[src/rtl/controle_partida.sv]
// controle_partida: game-round controller. Turns raw player-hit levels into
// single loss events, applies an invulnerability window after each loss,
// honours pause, and declares end of game once VIDAS losses have occurred.
//
// state        | meaning
// OCIOSO       | waiting for a start request, perdas held at 0
// JOGANDO      | round running, a new dano rise counts as a loss
// INVULNERAVEL | post-loss window, dano ignored, timer counts down
// FIM          | all lives lost, perdas held at VIDAS until restart
module controle_partida #(
    parameter int INV_CICLOS = 8,
    parameter int VIDAS      = 3
) (
    input  logic       i_clock,
    input  logic       i_reset,
    input  logic       i_iniciar,
    input  logic       i_dano,
    input  logic       i_pausa,
    output logic [1:0] o_perdas,
    output logic [1:0] o_estado,
    output logic       o_invulneravel,
    output logic       o_fim_jogo,
    output logic       o_pulso_dano
);

    localparam int TW = $clog2(INV_CICLOS + 1);
    // Loaded with INV_CICLOS-1 so that the zero check lands on the last
    // window cycle and the window lasts exactly INV_CICLOS cycles.
    localparam logic [TW-1:0] TIMER_CARGA = TW'(INV_CICLOS - 1);
    localparam logic [1:0]    VIDAS_MAX   = 2'(VIDAS);

    typedef enum logic [1:0] {
        OCIOSO       = 2'b00,
        JOGANDO      = 2'b01,
        INVULNERAVEL = 2'b10,
        FIM          = 2'b11
    } estado_t;

    estado_t       r_estado;
    logic [1:0]    r_perdas;
    logic [TW-1:0] r_timer;
    logic          r_pulso_dano;
    logic          r_iniciar_q;
    logic          r_dano_q;

    estado_t       w_estado_nxt;
    logic [1:0]    w_perdas_nxt;
    logic [TW-1:0] w_timer_nxt;
    logic          w_pulso_nxt;
    logic          w_iniciar_sub;
    logic          w_dano_sub;
    logic [1:0]    w_perdas_inc;

    assign w_iniciar_sub = i_iniciar & ~r_iniciar_q;
    assign w_dano_sub    = i_dano & ~r_dano_q;
    assign w_perdas_inc  = r_perdas + 2'd1;

    // State register plus the counters and edge-detect registers it owns.
    always_ff @(posedge i_clock or negedge i_reset) begin
        if (!i_reset) begin
            r_estado     <= OCIOSO;
            r_perdas     <= 2'd0;
            r_timer      <= '0;
            r_pulso_dano <= 1'b0;
            r_iniciar_q  <= 1'b0;
            r_dano_q     <= 1'b0;
        end else begin
            r_estado     <= w_estado_nxt;
            r_perdas     <= w_perdas_nxt;
            r_timer      <= w_timer_nxt;
            r_pulso_dano <= w_pulso_nxt;
            r_iniciar_q  <= i_iniciar;
            r_dano_q     <= i_dano;
        end
    end

    // Next-state, loss accounting and window timer.
    always_comb begin
        w_estado_nxt = r_estado;
        w_perdas_nxt = r_perdas;
        w_timer_nxt  = r_timer;
        w_pulso_nxt  = 1'b0;
        case (r_estado)
            OCIOSO: begin
                w_perdas_nxt = 2'd0;
                if (w_iniciar_sub) begin
                    w_estado_nxt = JOGANDO;
                end
            end
            JOGANDO: begin
                // A rise seen while paused is dropped, not deferred.
                if (w_dano_sub && !i_pausa) begin
                    w_perdas_nxt = w_perdas_inc;
                    w_pulso_nxt  = 1'b1;
                    if (w_perdas_inc == VIDAS_MAX) begin
                        w_estado_nxt = FIM;
                    end else begin
                        w_estado_nxt = INVULNERAVEL;
                        w_timer_nxt  = TIMER_CARGA;
                    end
                end
            end
            INVULNERAVEL: begin
                if (!i_pausa) begin
                    if (r_timer == '0) begin
                        w_estado_nxt = JOGANDO;
                    end else begin
                        w_timer_nxt = r_timer - TW'(1);
                    end
                end
            end
            FIM: begin
                w_perdas_nxt = VIDAS_MAX;
                if (w_iniciar_sub) begin
                    w_estado_nxt = JOGANDO;
                    w_perdas_nxt = 2'd0;
                    w_timer_nxt  = '0;
                end
            end
            default: begin
                w_estado_nxt = OCIOSO;
            end
        endcase
    end

    // Outputs decoded only from registers, never from inputs.
    always_comb begin
        o_estado       = r_estado;
        o_perdas       = r_perdas;
        o_pulso_dano   = r_pulso_dano;
        o_invulneravel = (r_estado == INVULNERAVEL);
        o_fim_jogo     = (r_estado == FIM);
    end

endmodule

[config.mk]
export PLATFORM = sky130hd
export DESIGN_NAME = controle_partida
export DESIGN_NICKNAME = d
export VERILOG_FILES = /design/src/rtl/controle_partida.sv
export SDC_FILE = /design/constraint.sdc
export NUM_CORES = 1
export LEC_CHECK = 0
export BUFFER_PORTS_ARGS = -buffer_cell sky130_fd_sc_hd__clkbuf_2
export CAP_MARGIN = 40
export CORE_MARGIN = 2
export CORE_UTILIZATION = 52
export DETAILED_ROUTE_END_ITERATION = 12
export PLACE_DENSITY_LB_ADDON = 0.3
export SETUP_SLACK_MARGIN = 0.3
export SYNTH_ARGS = -nofsm -noshare
export SYNTH_HDL_FRONTEND = slang
export SYNTH_SLANG_ARGS = --single-unit
[constraint.sdc]
create_clock -name i_clock -period 2 [get_ports i_clock]
set_input_delay 0.2 -clock i_clock [delete_from_list [all_inputs] [get_ports i_clock]]
set_output_delay 0.2 -clock i_clock [all_outputs]
set_load 0.01 [all_outputs]
Word level (Yosys, flattened, before mapping)
Index checks and enable logic that the tools add are counted.
{"block": "classes", "n_addsub": 2, "n_eq_ne": 11, "muxes": 17, "n_bitwise": 4, "n_reduce_logical": 10}
{"cell": "$mux 4", "count": 5}
{"cell": "$mux 2", "count": 6}
{"cell": "$pmux 2 s3", "count": 2}
{"cell": "$pmux 4 s3", "count": 1}
{"cell": "$ne 2x2->1 const B", "count": 4}
{"cell": "$eq 2x2->1 const B", "count": 3}
{"cell": "$ne 2x1->1 const B", "count": 3}
{"cell": "$reduce_and 6->1", "count": 1}
{"cell": "$reduce_bool 3->1", "count": 2}
{"cell": "$logic_not 4->1", "count": 1}
{"cell": "$reduce_and 4->1", "count": 1}
{"cell": "$sub 4x1->4 const B", "count": 1}
{"cell": "$mux 1", "count": 3}
{"cell": "$add 2x1->2 const B", "count": 1}
{"cell": "$and 1x1->1", "count": 2}
{"cell": "$eq 2x1->1 const B", "count": 1}
{"cell": "$logic_not 2->1", "count": 1}
{"cell": "$not 1->1", "count": 2}
{"cell": "$reduce_and 2->1", "count": 1}
{"cell": "$reduce_or 2->1", "count": 1}
{"cell": "$logic_and 1x1->1", "count": 1}
{"cell": "$logic_not 1->1", "count": 1}
{"block": "word_totals", "register_bits": 11, "elab_cells": 50}

Logic depth before layout (Yosys ltp)
Gate-level depths: netlist of run 1.
{"block": "depth", "ltp_word": 5, "mapped_depth": 7, "depth_no_buf": 6}

Worst setup path after synthesis of run 1
No wires, ideal clock.
{"block": "synth_timing", "kind": "flip-flop to flip-flop", "from": "register r_estado[0] (netlist: o_estado[0])", "to": "register r_estado[1] (netlist: o_estado[1])", "arrival_ns": 1.733, "required_ns": 1.872, "path_slack_ns": 0.139, "stages_incl_launch_ff": 8, "synth_period_minus_slack_ns": 1.861, "path_cell_list": "dfrtp_1 inv_1 ha_1 buf_6 a21oi_1 nor2_2 a211oi_2 mux2_1"}
{"block": "synth_via", "word_cells_on_any_way": 11, "classes_between": "7 x eq/ne; 1 x mux; 3 x reduce/logical"}
{"element": "start, declared", "line_no": "39", "source": "estado_t r_estado;"}
{"element": "start signal, assigned", "line_no": "68", "source": "r_estado <= w_estado_nxt;"}
{"element": "$eq 2x2->1 *"}
{"element": "via o_invulneravel", "line_no": "21", "source": "output logic o_invulneravel,"}
{"element": "$ne 2x1->1 (no source line) or $ne 2x2->1 (tied branches)"}
{"element": "$reduce_and 4->1 (no source line)"}
Mark *: on every way through the listed nets, which the timed path passes. The rest lies on a longest branch.
A chain may end at the register's enable or synchronous reset.

Worst setup path after layout of run 1
{"block": "layout_timing", "from": "register r_estado[1] (netlist: o_estado[1])", "to": "register r_timer[1]"}
{"block": "layout_via", "elab_chain_cells": 3, "word_cells_on_any_way": 11, "classes_between": "8 x eq/ne; 1 x mux; 2 x reduce/logical"}
{"element": "$eq 2x1->1 or $eq 2x2->1 (tied branches)", "line_no": "83", "source": "case (r_estado)"}
{"element": "$ne 2x2->1 (no source line), or another cell as far along"}
{"element": "$reduce_and 6->1 (no source line)"}
{"element": "end signal, assigned", "line_no": "70", "source": "r_timer <= w_timer_nxt;"}
{"element": "end, declared", "line_no": "41", "source": "logic [TW-1:0] r_timer;"}
Several ways; a longest one is shown, not always the timed one.

==> qor.yml, run 1 <==
synthTopCellsByArea: "dfrtp_1 (40%), ha_1 (13%), inv_1 (3.8%)"
syn_nets: 79
drive_above_1_share_pct: 40.7
min_from: "i_dano"
setup_violations: 0
cts_tree: "yes"
r2r-end: "r_timer[1]$_DFFE_PN0P_"
start_util_pct: 54.3
antenna_found_initial: 0
post-route-drc-count: 0
cp_max_fo: 5
gr-usage-all-layers_pct: 21.3
finalClockSkew_ns: 0.00990
cp.buffers_inverters: 1
syn_area_um2: 689
hold_viol: 0
hp-class: "in2reg"
grt_pass1_wl_um: 2250
status: "finished clean"
worstHoldPathCells: 1
die_h_um: 40.4
synth-main-ff-cell: "dfrtp_1"
synth_edf_count: 0
max-clock-path-buffers: 2
ios: 12
dpl.hpwl_um: 974
drt_wl_total_um: 1410
dp_cells: 92
finalSetupTns_ns: 0
grt_max_degree: 12
startpoint_type: "register"
route.met2.wl_um: 754
cp_data_required_time_ns: 2.15
async_reset_ff_share_pct: 100
dr_total_vias: 550
yosysWarnings: 0
min_period_ns: 1.72
numClockSinks: 11
path_cells: "buf_4 > ha_4 > a21oi_4 > nor2_4 > a311oi_2 > mux2_4"
diodes: 0
irDropWorstVdd_uv: 981
drtPass1Iterations: 4
dieArea_mm2: 0.00163
rr_startpoint: "o_estado[1]$_DFFE_PN0P_"
cp_slowest_cell: "dfrtp_2"
clock.fmax_mhz: 581
arrival_ns: 1.87
clkLatencyLatePin_ns: 0.28
viasPerCell: 5.45
avgSynthCellArea_um2: 10.3
yosysTopAreaCell: "dfrtp_1"
grt_pass1_vias: 512
finalCritPeriodShare_pct: 86.0
cts_root_buf: "clkbuf_4"
p_per_area_mw_per_mm2: 1610
cts_max_level: 1
worstHoldEndpoint: "r_dano_q$_DFF_PN0_"
rows: 13
maxSlewHeadroom_pct: 80.7
rsz0062_at_grt: "yes"
syn_inst: 67
tightest_slew_ns: 0.289
synth_top_area_share_pct: 39.9
max_cap_viol_count: 0
synth-seq-cells: 11
r2r_slack_ns: 0.28
area.growth.synth_to_final_pct: 26.7
routedWlPerCell_um: 13.9
die_w_um: 40.4
finalMaxSlewViolations: 0
io_buffers: 11
cp-end-kind: "register"
ys_seq_area_share_pct: 39.9
clkTransAtPathRegs_ns: 0.08
crit_type: "reg2reg"
dr.first_iter.drc_count: 10
ant_nets: 0
max_stage_delay_ns: 0.43
final_cells: 101
grt-ovfl-total: 0
final_nets: 99
coreArea_mm2: 0.00127
r2r_cells: 6
yosys.cell_types.count: 29
globalplace.congestion: 0.764
wl_met3_um: 43
cts_buffers: 3
leakagePower_uw: 0.000412
highest_layer: "met4"
critical_path.top_delay_family: "compound AO/OA/AOI/OAI gates"
wl_met1_um: 595
fillCellCount: 103
post-route-util_pct: 68.8
==> synth_stat cells (2+ instances only) <==
cell,number
a21oi_1,4
a31oi_1,3
dfrtp_1,11
ha_1,7
inv_1,7
mux2_1,2
nand2_1,2
nor2_1,5
nor2b_1,3
nor3_1,2
o21ai_0,2
o21ai_1,2
==> cells in the final DEF, fill, tap and decap left out, drive strengths merged, types with 2 or more instances in the layout <==
| master | synthesis | routed |
|---|---|---|
| clkbuf | 0 | 15 |
| dfrtp | 11 | 11 |
| inv | 7 | 7 |
| ha | 7 | 7 |
| nor2 | 6 | 6 |
| buf | 1 | 4 |
| o21ai | 4 | 4 |
| a21oi | 4 | 4 |
| nor2b | 3 | 3 |
| a31oi | 3 | 3 |
| nand2 | 3 | 3 |
| mux2 | 3 | 3 |
| nor3 | 2 | 2 |
==> power by group <==
part | internal (uW) | switching [uW]
clock | 77.3 | 79.0
combinational | 416 | 451
sequential | 306 | 77.1
total | 800 | 608
==> sequential cells by signal, indices dropped and copies added, names as in the netlist <==
name and cells:
r_iniciar_q 1, o_perdas 2, r_timer 4, r_dano_q 1
o_pulso_dano 1, o_estado 2
==> cells by family after synthesis <==
logic type	Yosys count	share of synthesized area, %
simple gates	20	18.3
buf+inv	8	5.45
mux	4	6.35
compound gates	17	17.2
fa+ha+maj	7	12.7
flops	11	39.9
==> timing repair <==
item,in CTS,in global routing
pin swaps,1,2
setup buffers,4,0
hold endpoints to repair,11,0
endpoints found under the setup margin,1,2
gates resized for setup,4,3
hold buffers,1,0
==> through the flow <==
stage                     hold slack [ns]  instance area (um2)  setup slack [ns]  power, uW
after floorplan                   -0.0956                  708             0.303        947
after global placement             0.0910                  771             0.324       1090
after detailed placement           0.0953                  771             0.226       1110
after CTS                          0.0425                  851             0.307       1360
after global routing               0.0328                  873             0.217       1530
final                              0.0417                  873             0.279       1410
==> per-layer routing <==
metal / vias to the layer above / GRT usage (%)
li1: 270 / -
met3: 2 / 5.00
met1: 268 / 27.3
met2: 10 / 34.1
met5: - / 0
met4: 0 / 8.33
==> layout make-up <==
type | instances | area, um2 | area share [%]
clock buffer | 4 | 26.3 | 3.01
inverter | 7 | 26.3 | 3.01
multi-input combinational | 48 | 429 | 49.1
sequential | 11 | 278 | 31.8
tap | 15 | 18.8 | 2.15
timing repair buffer | 16 | 95.1 | 10.9
==> worst max path at each step <==
stage / startpoint / to / slack [ns] / depth (start not counted)
4_1_cts: o_perdas[0]$_DFFE_PN0P_ / r_timer[1]$_DFFE_PN0P_ / 0.31 / 6
6_report: o_estado[1]$_DFFE_PN0P_ / r_timer[1]$_DFFE_PN0P_ / 0.28 / 6
2_1_floorplan: o_estado[0]$_DFFE_PN0P_ / r_timer[1]$_DFFE_PN0P_ / 0.30 / 7
5_1_grt: o_estado[0]$_DFFE_PN0P_ / r_timer[1]$_DFFE_PN0P_ / 0.22 / 6
3_3_place_gp: o_estado[1]$_DFFE_PN0P_ / r_timer[1]$_DFFE_PN0P_ / 0.32 / 6
3_5_place_dp: o_estado[1]$_DFFE_PN0P_ / r_timer[1]$_DFFE_PN0P_ / 0.23 / 6
No activity file was read; power rests on OpenSTA's default activity.
==> run 2: changes to the inputs <==
- clock period: 2 -> 1.9 ns (I/O delays scaled with it)
==> run 2 against run 1 <==
Compared with the run above: clock power is 6% higher; worst setup slack worse by 0.029 ns; non-clock buffer count is 6 higher; total power is 21% higher; global-route usage is 1.4 points higher; die area stayed put; final area is 8.9% higher; combinational power is 31% higher; sequential power is 4% higher; sequential cell count stayed put; wire length is 19% higher; critical path type unchanged; largest cell class unchanged; highest routed layer unchanged.
==> qor.yml, run 2 (synthesis gave the netlist of run 1 again) <==
status: "finished clean"  # unchanged
final_common_cell: "clkbuf_2"  # unchanged
seqPwrFrac_pct: 23.4  # was 27.2%
numClockSinks: 11  # unchanged
routedWlPerCell_um: 15.7  # was 13.9 um
max_cap_viol_count: 0  # unchanged
dr.first_iter.drc_count: 19  # was 10
globalplace.congestion: 0.765  # was 0.764
ios: 12  # unchanged
clkLatencyLatePin_ns: 0.27  # was 0.28 ns
io_buffers: 11  # unchanged
grt-ovfl-total: 0  # unchanged
crit_type: "reg2reg"  # unchanged
viasPerCell: 5.45  # about the same
arrival_ns: 1.81  # was 1.87 ns
leakagePower_uw: 0.000436  # was 0.000412 uW
intPower_uw: 978  # was 800 uW
drtPass1Iterations: 4  # unchanged
dr_total_vias: 583  # was 550
p_per_area_mw_per_mm2: 1790  # was 1610 mW/mm2
setup_violations: 0  # unchanged
pwr-share-clk_pct: 9.6  # was 11.1%
grt_pass1_vias: 553  # was 512
startpoint_type: "register"  # unchanged
cp_max_fo: 5  # unchanged
die_w_um: 40.4  # unchanged
rsz0062_at_grt: "yes"  # unchanged
die_h_um: 40.4  # unchanged
cts_tree: "yes"  # unchanged
largest_reg_flops: 4  # unchanged
post-route-drc-count: 0  # unchanged
grt_pass1_wl_um: 2280  # was 2250 um
finalMaxSlewViolations: 0  # unchanged
dpl.hpwl_um: 984  # was 974 um
ant_nets: 0  # unchanged
fillCellCount: 86  # was 103
comb_power_share_pct: 67.0  # was 61.7%
gr-usage-all-layers_pct: 22.7  # was 21.3%
cts_root_buf: "clkbuf_4"  # unchanged
top_register: "r_timer"  # unchanged
p_total_uw: 1710  # was 1410 uW
final_nets: 105  # was 99
clkTransAtPathRegs_ns: 0.07  # was 0.08 ns
min_period_ns: 1.65  # was 1.72 ns
max-clock-path-buffers: 2  # unchanged
drt_wl_total_um: 1680  # was 1410 um
p_switching_uw: 728  # was 608 uW
dieArea_mm2: 0.00163  # unchanged
drive_above_1_share_pct: 47.8  # was 40.7%
start_util_pct: 54.3  # unchanged
irDropWorstVdd_uv: 1210  # was 981 uV
coreArea_mm2: 0.00127  # unchanged
cts_buffers: 3  # unchanged
diodes: 0  # unchanged
multiInputGateArea_um2: 452  # was 429 um2
post-route-util_pct: 75.0  # was 68.8%
hold_viol: 0  # unchanged
finalClockSkew_ns: 0.00293  # was 0.00990 ns
finalCritPeriodShare_pct: 86.8  # was 86.0%
grt_max_degree: 12  # unchanged
area.growth.synth_to_final_pct: 37.9  # was 26.7%
antenna_found_initial: 0  # unchanged
finalSetupTns_ns: 0  # unchanged
tightest_slew_ns: 0.289  # about the same
cp-end-kind: "register"  # unchanged
cts_max_level: 1  # unchanged
cp_data_required_time_ns: 2.06  # was 2.15 ns
hp-class: "in2reg"  # unchanged
rows: 13  # unchanged
regArea_um2: 278  # unchanged
p_sw_share_pct: 42.7  # was 43.2%
mostFrequentLayoutCells: "clkbuf_2 (11), dfrtp_1 (9), buf_4 (8), inv_1 (5), nor2_1 (5)"  # was clkbuf_2 (11), dfrtp_1 (9), inv_1 (6), nor2_1 (5), ha_1 (5)
maxSlewHeadroom_pct: 80.7  # about the same
clock.fmax_mhz: 606  # was 581 MHz
-- run 2: changes by cell type in the layout (fill, tap and decap cells not counted), sizes merged --
| cell | change |
|---|---|
| buf | +6 |
-- run 2: path summary, 6_finish.rpt --
| check | startpoint | end | slack [ns] | depth (start not counted) |
|---|---|---|---|---|
| min in group asynchronous | i_reset | r_timer[3]$_DFFE_PN0P_ | 0.32 | 2 |
| worst min register to register | r_timer[1]$_DFFE_PN0P_ | r_timer[1]$_DFFE_PN0P_ | 0.54 | 1 |
| worst max-delay path | o_estado[1]$_DFFE_PN0P_ | r_timer[1]$_DFFE_PN0P_ | 0.25 | 6 |
| worst min-delay path | i_iniciar | r_iniciar_q$_DFF_PN0_ | 0.03 | 1 |
| max in group asynchronous | i_reset | o_estado[0]$_DFFE_PN0P_ | 1.33 | 2 |
| worst max register to register | o_estado[1]$_DFFE_PN0P_ | r_timer[1]$_DFFE_PN0P_ | 0.25 | 6 |
-- run 2: worst max-delay path: stages, from the launching register on --
cell and delay, ns:
dfrtp_2 0.43, buf_6 0.13, ha_4 0.17, a21oi_4 0.14
nor2_4 0.07, a311oi_2 0.24, mux2_1 0.35
-- run 2: final cells by class --
type,instances,share of cell area [%]
Timing Repair Buffer,22,15.5
Multi-Input combinational cell,48,47.5
Sequential cell,11,29.2
Inverter,7,3.03
Tap cell,15,1.97
Clock buffer,4,2.76
-- run 2: what timing repair did --
action | CTS | global route
hold endpoints to repair | 11 | 0
hold buffers | 1 | 0
setup buffers | 8 | 2
endpoints found under the setup margin | 2 | 6
gates cloned | 0 | 0
pin swaps | 2 | 3
gates resized for setup | 7 | 8
-- run 2: power by group through the flow --
stage,clock (uW),combinational (uW),sequential [uW]
detailed placement,0,765,409
CTS,171,974,394
finish,165,1140,399
floorplan,0,583,414
global route,183,1230,411
global placement,0,743,403
-- run 2: routing by layer --
metal  global-route usage, %  routed length, um  share of wire (%)  up-vias
met5                       0                  0                  0        -
met4                    13.3                 19                1.1        0
met3                    6.67                 50                3.0        4
met2                    39.3                870                 52       12
met1                    24.1                736                 44      285
li1                        -                  -                  -      282
-- run 2: metrics by stage --
stage / setup slack, ns / hold WS, ns / cells / cell area (um2)
after floorplan: 0.203 / -0.106 / 67 / 708
after global placement: 0.225 / 0.0808 / 92 / 771
after detailed placement: 0.188 / 0.0849 / 92 / 771
after CTS: 0.265 / 0.0245 / 105 / 902
after global routing: 0.197 / 0.0105 / 107 / 951
final: 0.250 / 0.0299 / 107 / 951
